===== src/rtl/uart_rx.sv =====
// ============================================================================
// Module   : uart_rx
// Brief    : Oversampling 8N1 UART receiver with held output byte, framing and
//            overrun flags. Define UART_RX_PARITY_EN to add an even-parity bit.
// Revision : 1.0  initial release
// ============================================================================
`default_nettype none

module uart_rx #(
  parameter int CLKS_PER_BIT = 16
) (
  input  logic       clk,
  input  logic       rst,
  input  logic       enable,
  input  logic       rx,
  input  logic       rd_en,
  output logic [7:0] rx_data,
  output logic       rx_valid,
  output logic       frame_err,
  output logic       parity_err,
  output logic       overrun
);

  localparam int                 c_CNT_W   = $clog2(CLKS_PER_BIT);
  localparam logic [c_CNT_W-1:0] c_HALF_M1 = c_CNT_W'(CLKS_PER_BIT / 2 - 1);
  localparam logic [c_CNT_W-1:0] c_FULL_M1 = c_CNT_W'(CLKS_PER_BIT - 1);

  localparam logic [2:0] c_IDLE   = 3'd0;
  localparam logic [2:0] c_START  = 3'd1;
  localparam logic [2:0] c_DATA   = 3'd2;
  localparam logic [2:0] c_STOP   = 3'd3;
`ifdef UART_RX_PARITY_EN
  localparam logic [2:0] c_PARITY = 3'd4;
`endif

  logic [1:0]         sync_q,  sync_d;
  logic [2:0]         state_q, state_d;
  logic [c_CNT_W-1:0] cnt_q,   cnt_d;
  logic [2:0]         bit_q,   bit_d;
  logic [7:0]         shift_q, shift_d;
  logic               hold_q,  hold_d;
  logic [7:0]         data_q,  data_d;
  logic               valid_q, valid_d;
  logic               fe_q,    fe_d;
  logic               ovr_q,   ovr_d;
`ifdef UART_RX_PARITY_EN
  logic               par_q,   par_d;
  logic               pe_q,    pe_d;
`endif

  logic w_rx_s;
  logic w_tick;
  logic w_stop;
  logic w_good;

  assign sync_d = {sync_q[0], rx};
  assign w_rx_s = sync_q[1];

  // Start bit is sampled half a bit in; every later bit a full bit after that.
  assign w_tick = (state_q == c_START) ? (cnt_q == c_HALF_M1)
                : (state_q != c_IDLE) && (cnt_q == c_FULL_M1);
  assign w_stop = enable && (state_q == c_STOP) && w_tick;
`ifdef UART_RX_PARITY_EN
  assign w_good = w_stop && w_rx_s && !par_q;
`else
  assign w_good = w_stop && w_rx_s;
`endif

  always_ff @(posedge clk or posedge rst) begin
    if (rst) begin
      sync_q  <= 2'b11;
      state_q <= c_IDLE;
      cnt_q   <= '0;
      bit_q   <= 3'd0;
      shift_q <= 8'h00;
      hold_q  <= 1'b0;
      data_q  <= 8'h00;
      valid_q <= 1'b0;
      fe_q    <= 1'b0;
      ovr_q   <= 1'b0;
`ifdef UART_RX_PARITY_EN
      par_q   <= 1'b0;
      pe_q    <= 1'b0;
`endif
    end else begin
      sync_q  <= sync_d;
      state_q <= state_d;
      cnt_q   <= cnt_d;
      bit_q   <= bit_d;
      shift_q <= shift_d;
      hold_q  <= hold_d;
      data_q  <= data_d;
      valid_q <= valid_d;
      fe_q    <= fe_d;
      ovr_q   <= ovr_d;
`ifdef UART_RX_PARITY_EN
      par_q   <= par_d;
      pe_q    <= pe_d;
`endif
    end
  end

  always_comb begin
    state_d = state_q;
    if (!enable) begin
      state_d = c_IDLE;
    end else begin
      case (state_q)
        c_IDLE:   if (!w_rx_s && !hold_q) state_d = c_START;
        c_START:  if (w_tick) state_d = w_rx_s ? c_IDLE : c_DATA;
`ifdef UART_RX_PARITY_EN
        c_DATA:   if (w_tick && bit_q == 3'd7) state_d = c_PARITY;
        c_PARITY: if (w_tick) state_d = c_STOP;
`else
        c_DATA:   if (w_tick && bit_q == 3'd7) state_d = c_STOP;
`endif
        c_STOP:   if (w_tick) state_d = c_IDLE;
        default:  state_d = c_IDLE;
      endcase
    end
  end

  always_comb begin
    cnt_d   = cnt_q;
    bit_d   = bit_q;
    shift_d = shift_q;
    hold_d  = hold_q;
    data_d  = data_q;
    valid_d = valid_q;
    ovr_d   = ovr_q;
    fe_d    = w_stop && !w_rx_s;
`ifdef UART_RX_PARITY_EN
    par_d   = par_q;
    pe_d    = w_stop && par_q;
`endif

    if (!enable || state_q == c_IDLE) begin
      cnt_d = '0;
      bit_d = 3'd0;
`ifdef UART_RX_PARITY_EN
      par_d = 1'b0;
`endif
    end else if (w_tick) begin
      cnt_d = '0;
      if (state_q == c_DATA) begin
        bit_d   = bit_q + 3'd1;
        shift_d = {w_rx_s, shift_q[7:1]};
      end
`ifdef UART_RX_PARITY_EN
      if (state_q == c_DATA || state_q == c_PARITY) par_d = par_q ^ w_rx_s;
`endif
    end else begin
      cnt_d = cnt_q + c_CNT_W'(1);
    end

    // A low stop bit may be a break; wait for the line to recover first.
    if (w_rx_s) hold_d = 1'b0;
    if (w_stop && !w_rx_s) hold_d = 1'b1;

    if (rd_en && valid_q) begin
      valid_d = 1'b0;
      ovr_d   = 1'b0;
    end
    if (w_good) begin
      if (!valid_q || rd_en) begin
        data_d  = shift_q;
        valid_d = 1'b1;
      end else begin
        ovr_d = 1'b1;
      end
    end
  end

  assign rx_data   = data_q;
  assign rx_valid  = valid_q;
  assign frame_err = fe_q;
  assign overrun   = ovr_q;
`ifdef UART_RX_PARITY_EN
  assign parity_err = pe_q;
`else
  assign parity_err = 1'b0;
`endif

endmodule

`default_nettype wire


===== config.mk =====
export PLATFORM = sky130hd
export DESIGN_NAME = uart_rx
export DESIGN_NICKNAME = d
export VERILOG_FILES = /design/src/rtl/uart_rx.sv
export SDC_FILE = /design/constraint.sdc
export NUM_CORES = 1
export LEC_CHECK = 0
export CORE_MARGIN = 1
export CORE_UTILIZATION = 40
export DETAILED_ROUTE_END_ITERATION = 6
export DONT_BUFFER_PORTS = 1
export GPL_TIMING_DRIVEN = 0
export PLACE_DENSITY = 0.6
export SETUP_SLACK_MARGIN = 0.1
export SLEW_MARGIN = 15
export SYNTH_ARGS = -nofsm -noshare
export SYNTH_HDL_FRONTEND = slang
export SYNTH_SLANG_ARGS = --single-unit

===== constraint.sdc =====
create_clock -name clk -period 3.2 [get_ports clk]
set_clock_uncertainty 0.05 [all_clocks]
set_input_delay 0.48 -clock clk [delete_from_list [all_inputs] [get_ports clk]]
set_output_delay 0.48 -clock clk [all_outputs]
set_load 0.005 [all_outputs]

Yosys cells after proc, flatten, opt, wreduce, memory -nomap -nowiden
Cells that the tools add are included.
{"block": "word_totals", "latch_bits": 0, "input_bits": 5, "ramBits": 0, "output_inout_bits": 12, "register_bits": 32, "mem_count": 0, "romBits": 0, "elab_cells": 67}
{"block": "op_classes", "addsub": 2, "shifts": 0, "div_mod_pow": 0, "order_cmp": 0, "n_mux": 21, "bitwise": 1, "n_reduce_logical": 23, "multipliers": 0, "n_eq_ne": 10}
{"cell": "$mux W3", "count": 8}
{"cell": "$ne A3 B3 Y1 const B", "count": 4}
{"cell": "$pmux W3 S4", "count": 1}
{"cell": "$mux W1", "count": 9}
{"cell": "$logic_and A1 B1 Y1", "count": 8}
{"cell": "$mux W4", "count": 2}
{"cell": "$eq A3 B2 Y1 const B", "count": 2}
{"cell": "$reduce_bool A2 Y1", "count": 3}
{"cell": "$add A4 B1 Y4 const B", "count": 1}
{"cell": "$eq A4 B3 Y1 const B", "count": 1}
{"cell": "$eq A4 B4 Y1 const B", "count": 1}
{"cell": "$logic_not A1 Y1", "count": 4}
{"cell": "$reduce_and A2 Y1", "count": 2}
{"cell": "$reduce_and A4 Y1", "count": 1}
{"cell": "$add A3 B1 Y3 const B", "count": 1}
{"cell": "$eq A3 B1 Y1 const B", "count": 1}
{"cell": "$eq A3 B3 Y1 const B", "count": 1}
{"cell": "$logic_not A3 Y1", "count": 1}
{"cell": "$reduce_and A3 Y1", "count": 1}
{"cell": "$reduce_bool A3 Y1", "count": 1}
{"cell": "$logic_or A1 B1 Y1", "count": 2}
{"cell": "$mux W2", "count": 1}
{"cell": "$not A1 Y1", "count": 1}

Logic depth before layout (Yosys ltp)
{"block": "logic_depth", "word_depth": 7, "depth_mapped": 5, "ltp_nobuf": 5}

Least setup slack after synthesis
No wires, ideal clock.
{"block": "synth_timing", "kind": "flip-flop to flip-flop", "start": "reg cnt_q[0]", "end": "reg data_q[0], in the netlist rx_data[0]", "path_stages_with_launch": 6, "required_time_ns": 3.025, "arrival_ns": 1.518, "setup_slack_ns": 1.508, "cell_sequence": "dfrtp_1 ha_1 and4_4 nand4_4 a21oi_4 mux2_2"}
{"block": "synth_between", "elab_chain_len": 6, "elab_cells_between_ends": 7, "classes_between": "2 x eq/ne; 1 x mux; 4 x reduce/logical"}
{"element": "start, declared", "line": "38", "text": "logic [c_CNT_W-1:0] cnt_q, cnt_d;"}
{"element": "start signal, assigned", "line": "88", "text": "cnt_q <= cnt_d;"}
{"element": "$eq A4 B4 Y1", "line": "61", "text": ": (state_q != c_IDLE) && (cnt_q == c_FULL_M1);"}
{"element": "$logic_and A1 B1 Y1", "line": "61"}
{"element": "$mux W1 *", "line": "60", "text": "assign w_tick = (state_q == c_START) ? (cnt_q == c_HALF_M1)"}
{"element": "$logic_and A1 B1 Y1 *", "line": "62", "text": "assign w_stop = enable && (state_q == c_STOP) && w_tick;"}
{"element": "$logic_and A1 B1 Y1 *", "line": "66", "text": "assign w_good = w_stop && w_rx_s;"}
{"element": "$reduce_and A2 Y1 (no line) *"}
{"element": "end signal, assigned", "line": "92", "text": "data_q <= data_d;"}
{"element": "end, declared", "line": "42", "text": "logic [7:0] data_q, data_d;"}
Every way passes the cells marked *; elsewhere a longest branch is shown, timed or not.
A chain may end at the register's enable or synchronous reset.

Final worst setup path
{"block": "layout_timing", "start": "reg cnt_q[0]", "end": "reg data_q[6], in the netlist rx_data[6]"}
The elaborated chain is that of the path after synthesis.

==> metrics <==
fin crit share=0.578; gr usage total=0.130; total CTS buffers=5; Fmax=about 540 MHz; status=complete, no violations; setup violators final=0; launch point of the worst reg-to-reg path=cnt_q[0]$_DFF_PP0_; antenna viol nets, final=0; Post-Syn Instances=95; routed length per instance=about 13 µm; vias=approximately 730; Placed Area=around 1300 µm²; Die X=between 50 and 60 µm; WL final=1.87 mm; slowest CP cell=dfrtp_1; Nets=110; Hold Vio Cnt, Final=0; Fillers=296; PD cells=roughly 460 nW/µm²; reg2reg setup slack=~1.4 ns; Avg Inst Size Synth=~14 µm²; Antenna Cells=0; post-route cell area=between 1000 and 1500 µm²; CP Data Required Time=3.36 ns; Ports=17; Reg2Reg Depth=5; die height=slightly below 60 µm; Core Box Area=slightly above 3000 µm²; DPL Wire Length=roughly 1.3 mm; Static Leak=0.678 nW; vias in the first global route=roughly 710; row cnt=20; Worst-Skew Late Latency=0.33 ns; register area share after synthesis=0.603; vias per cell=4.94; WP buf/inv=0; CP Cell Sequence=ha_1, and4_4, nand4_4, a21oi_4, mux2_2; Clk pin slew, worst setup/hold paths=roughly 0.090 ns; CP delay by family, top=simple AND/OR/NAND/NOR gates; kind of critical path=reg -> reg; Worst Hold Class=in -> async; grt total ovfl=0; #FFs+latches synth=31; total die area=3460 µm²; post-cts hold buffer count=0; Worst setup EP type=flip-flop; Resize count post-CTS=0; largest net degree at the start of global routing=32; Slew HR=0.585; initial detailed-routing violation count=40; post-synthesis net count=roughly 100; peak fanout along the critical path=8; routability cong.=around 0.82; Initial Utilization=0.423; CTS tree=done; Slew @ Worst Pin=0.621 ns; layout overhead on the synthesized area=8.14%; DRC violations left=0; Max Cap Violations=0; area of the multi-input gates=roughly 470 µm²; Final TNS setup=0 ns; CTS Sinks=31; Warnings, synthesis=0; CTS H-Tree Depth=2; synthesized area=1290 µm²; Slew Limit Fails=0; Port Buf Inserts=0; CTS Buffer Depth=2; Worst setup SP type=flip-flop; initial antenna violation count=0; first-pass GRT wire length=about 3.1 mm; R2R Path End=rx_data[6]$_DFFE_PP0P_; post-CTS setup buffers=0; RSZ-0062 raised after global routing=no; DR pass1 iterations=2; share of cells above drive strength 1=0.330; WP data arrival=roughly 2.0 ns; Root Buffer=clkbuf_4; Reg area=778 µm²; crit path time final=around 1.8 ns; Max IR drop VDD=0.268 mV; Cell variety after synth=26; max incr delay on CP=~0.37 ns
-- synthesized netlist by cell type (all sizes together) --
library cell | instances | area (µm²)
and4 | 1 | 11.3
conb | 1 | 3.75
buf | 3 | 20.0
a21oi | 4 | 31.3
dfrtp | 29 | 726
nor3b | 1 | 7.51
a2bb2oi | 1 | 8.76
dfstp | 2 | 52.6
a221oi | 1 | 8.76
inv | 6 | 22.5
and3 | 1 | 7.51
mux2 | 18 | 203
nand2 | 2 | 7.51
nor2b | 1 | 6.26
ha | 3 | 37.5
a22o | 2 | 17.5
xnor2 | 2 | 17.5
nand3 | 4 | 20.0
xor2 | 1 | 8.76
o21ai | 1 | 5.00
nand4 | 1 | 21.3
o211ai | 1 | 7.51
nor2 | 8 | 30.0
mux2i | 1 | 10.0
-- flip-flops by register name, summed over array words and instances (netlist names) --
| register | cells |
|---|---|
| sync_q | 2 |
| bit_q | 3 |
| shift_q | 8 |
| rx_valid | 1 |
| hold_q | 1 |
| frame_err | 1 |
| state_q | 2 |
| cnt_q | 4 |
| rx_data | 8 |
| overrun | 1 |
-- where the power goes --
part / switching (W) / internal, W / leakage [nW]
Sequential: 0.00000407 / 0.000397 / 0.424
Clock: 0.000126 / 0.0000855 / 0.0293
Combinational: 0.0000172 / 0.00000854 / 0.224
Total: 0.000147 / 0.000491 / 0.678
-- kinds of logic after synthesis --
| family | count (synthesis) | share of synthesized area |
|---|---|---|
| mux | 19 | 0.165 |
| fa+ha+maj | 3 | 0.0291 |
| flops | 31 | 0.603 |
| xor+xnor | 3 | 0.0204 |
| buf+inv | 9 | 0.0329 |
| simple gates | 19 | 0.0863 |
| compound gates | 10 | 0.0610 |
| other cells | 1 | 0.00290 |
-- layer usage --
metal  vias up  GRT usage  wire length [µm]
li1        340          -                 -
met1       362      0.151               849
met2        16      0.196               883
met3         8     0.0571                89
met4         0     0.0816                47
met5         -          0                 0
-- through the flow --
step / total power, W / hold WS (ns) / util / cells / setup slack (ns)
after detailed placement: 0.000435 / 0.298 / 0.441 / 139 / 1.33
after global routing: 0.000663 / 0.0778 / 0.457 / 147 / 1.24
after floorplan: 0.000430 / 0.295 / - / 95 / 1.51
after CTS: 0.000647 / 0.0835 / 0.457 / 147 / 1.33
final: 0.000638 / 0.0542 / 0.457 / 147 / 1.35
after global placement: 0.000434 / 0.298 / 0.441 / 139 / 1.36
-- how the worst max path moves through the flow --
| stage | slack [ns] | depth (start not counted) | from | endpoint |
|---|---|---|---|---|
| final | 1.35 | 5 | cnt_q[0]$_DFF_PP0_ | rx_data[6]$_DFFE_PP0P_ |
| after global routing | 1.24 | 5 | cnt_q[0]$_DFF_PP0_ | rx_data[7]$_DFFE_PP0P_ |
| after CTS | 1.33 | 5 | cnt_q[0]$_DFF_PP0_ | rx_data[6]$_DFFE_PP0P_ |
| after detailed placement | 1.33 | 5 | cnt_q[0]$_DFF_PP0_ | rx_data[1]$_DFFE_PP0P_ |
| after global placement | 1.36 | 5 | cnt_q[0]$_DFF_PP0_ | rx_data[4]$_DFFE_PP0P_ |
| after floorplan | 1.51 | 5 | cnt_q[0]$_DFF_PP0_ | rx_data[0]$_DFFE_PP0P_ |
-- area by class of cell --
class	instances	area share
Sequential cell	31	0.557
Multi-Input combinational cell	55	0.337
Tap cell	44	0.0394
Clock buffer	7	0.0323
Inverter	6	0.0161
Buffer	3	0.0143
Clock inverter	1	0.00358
-- layout by cell type (no fill, tap or decap) --
cell,n
a21oi_1,3
a21oi_4,1
a221oi_1,1
a22o_1,2
a2bb2oi_1,1
and3_2,1
and4_4,1
buf_2,1
buf_4,2
clkbuf_1,2
clkbuf_4,5
clkinv_2,1
conb_1,1
dfrtp_1,29
dfstp_2,2
ha_1,3
inv_1,5
inv_2,1
mux2_2,18
mux2i_1,1
nand2_1,2
nand3_1,4
nand4_4,1
nor2_1,8
nor2b_1,1
nor3b_1,1
o211ai_1,1
o21ai_0,1
xnor2_1,2
xor2_1,1
No activity file was read; power rests on OpenSTA's default activity.
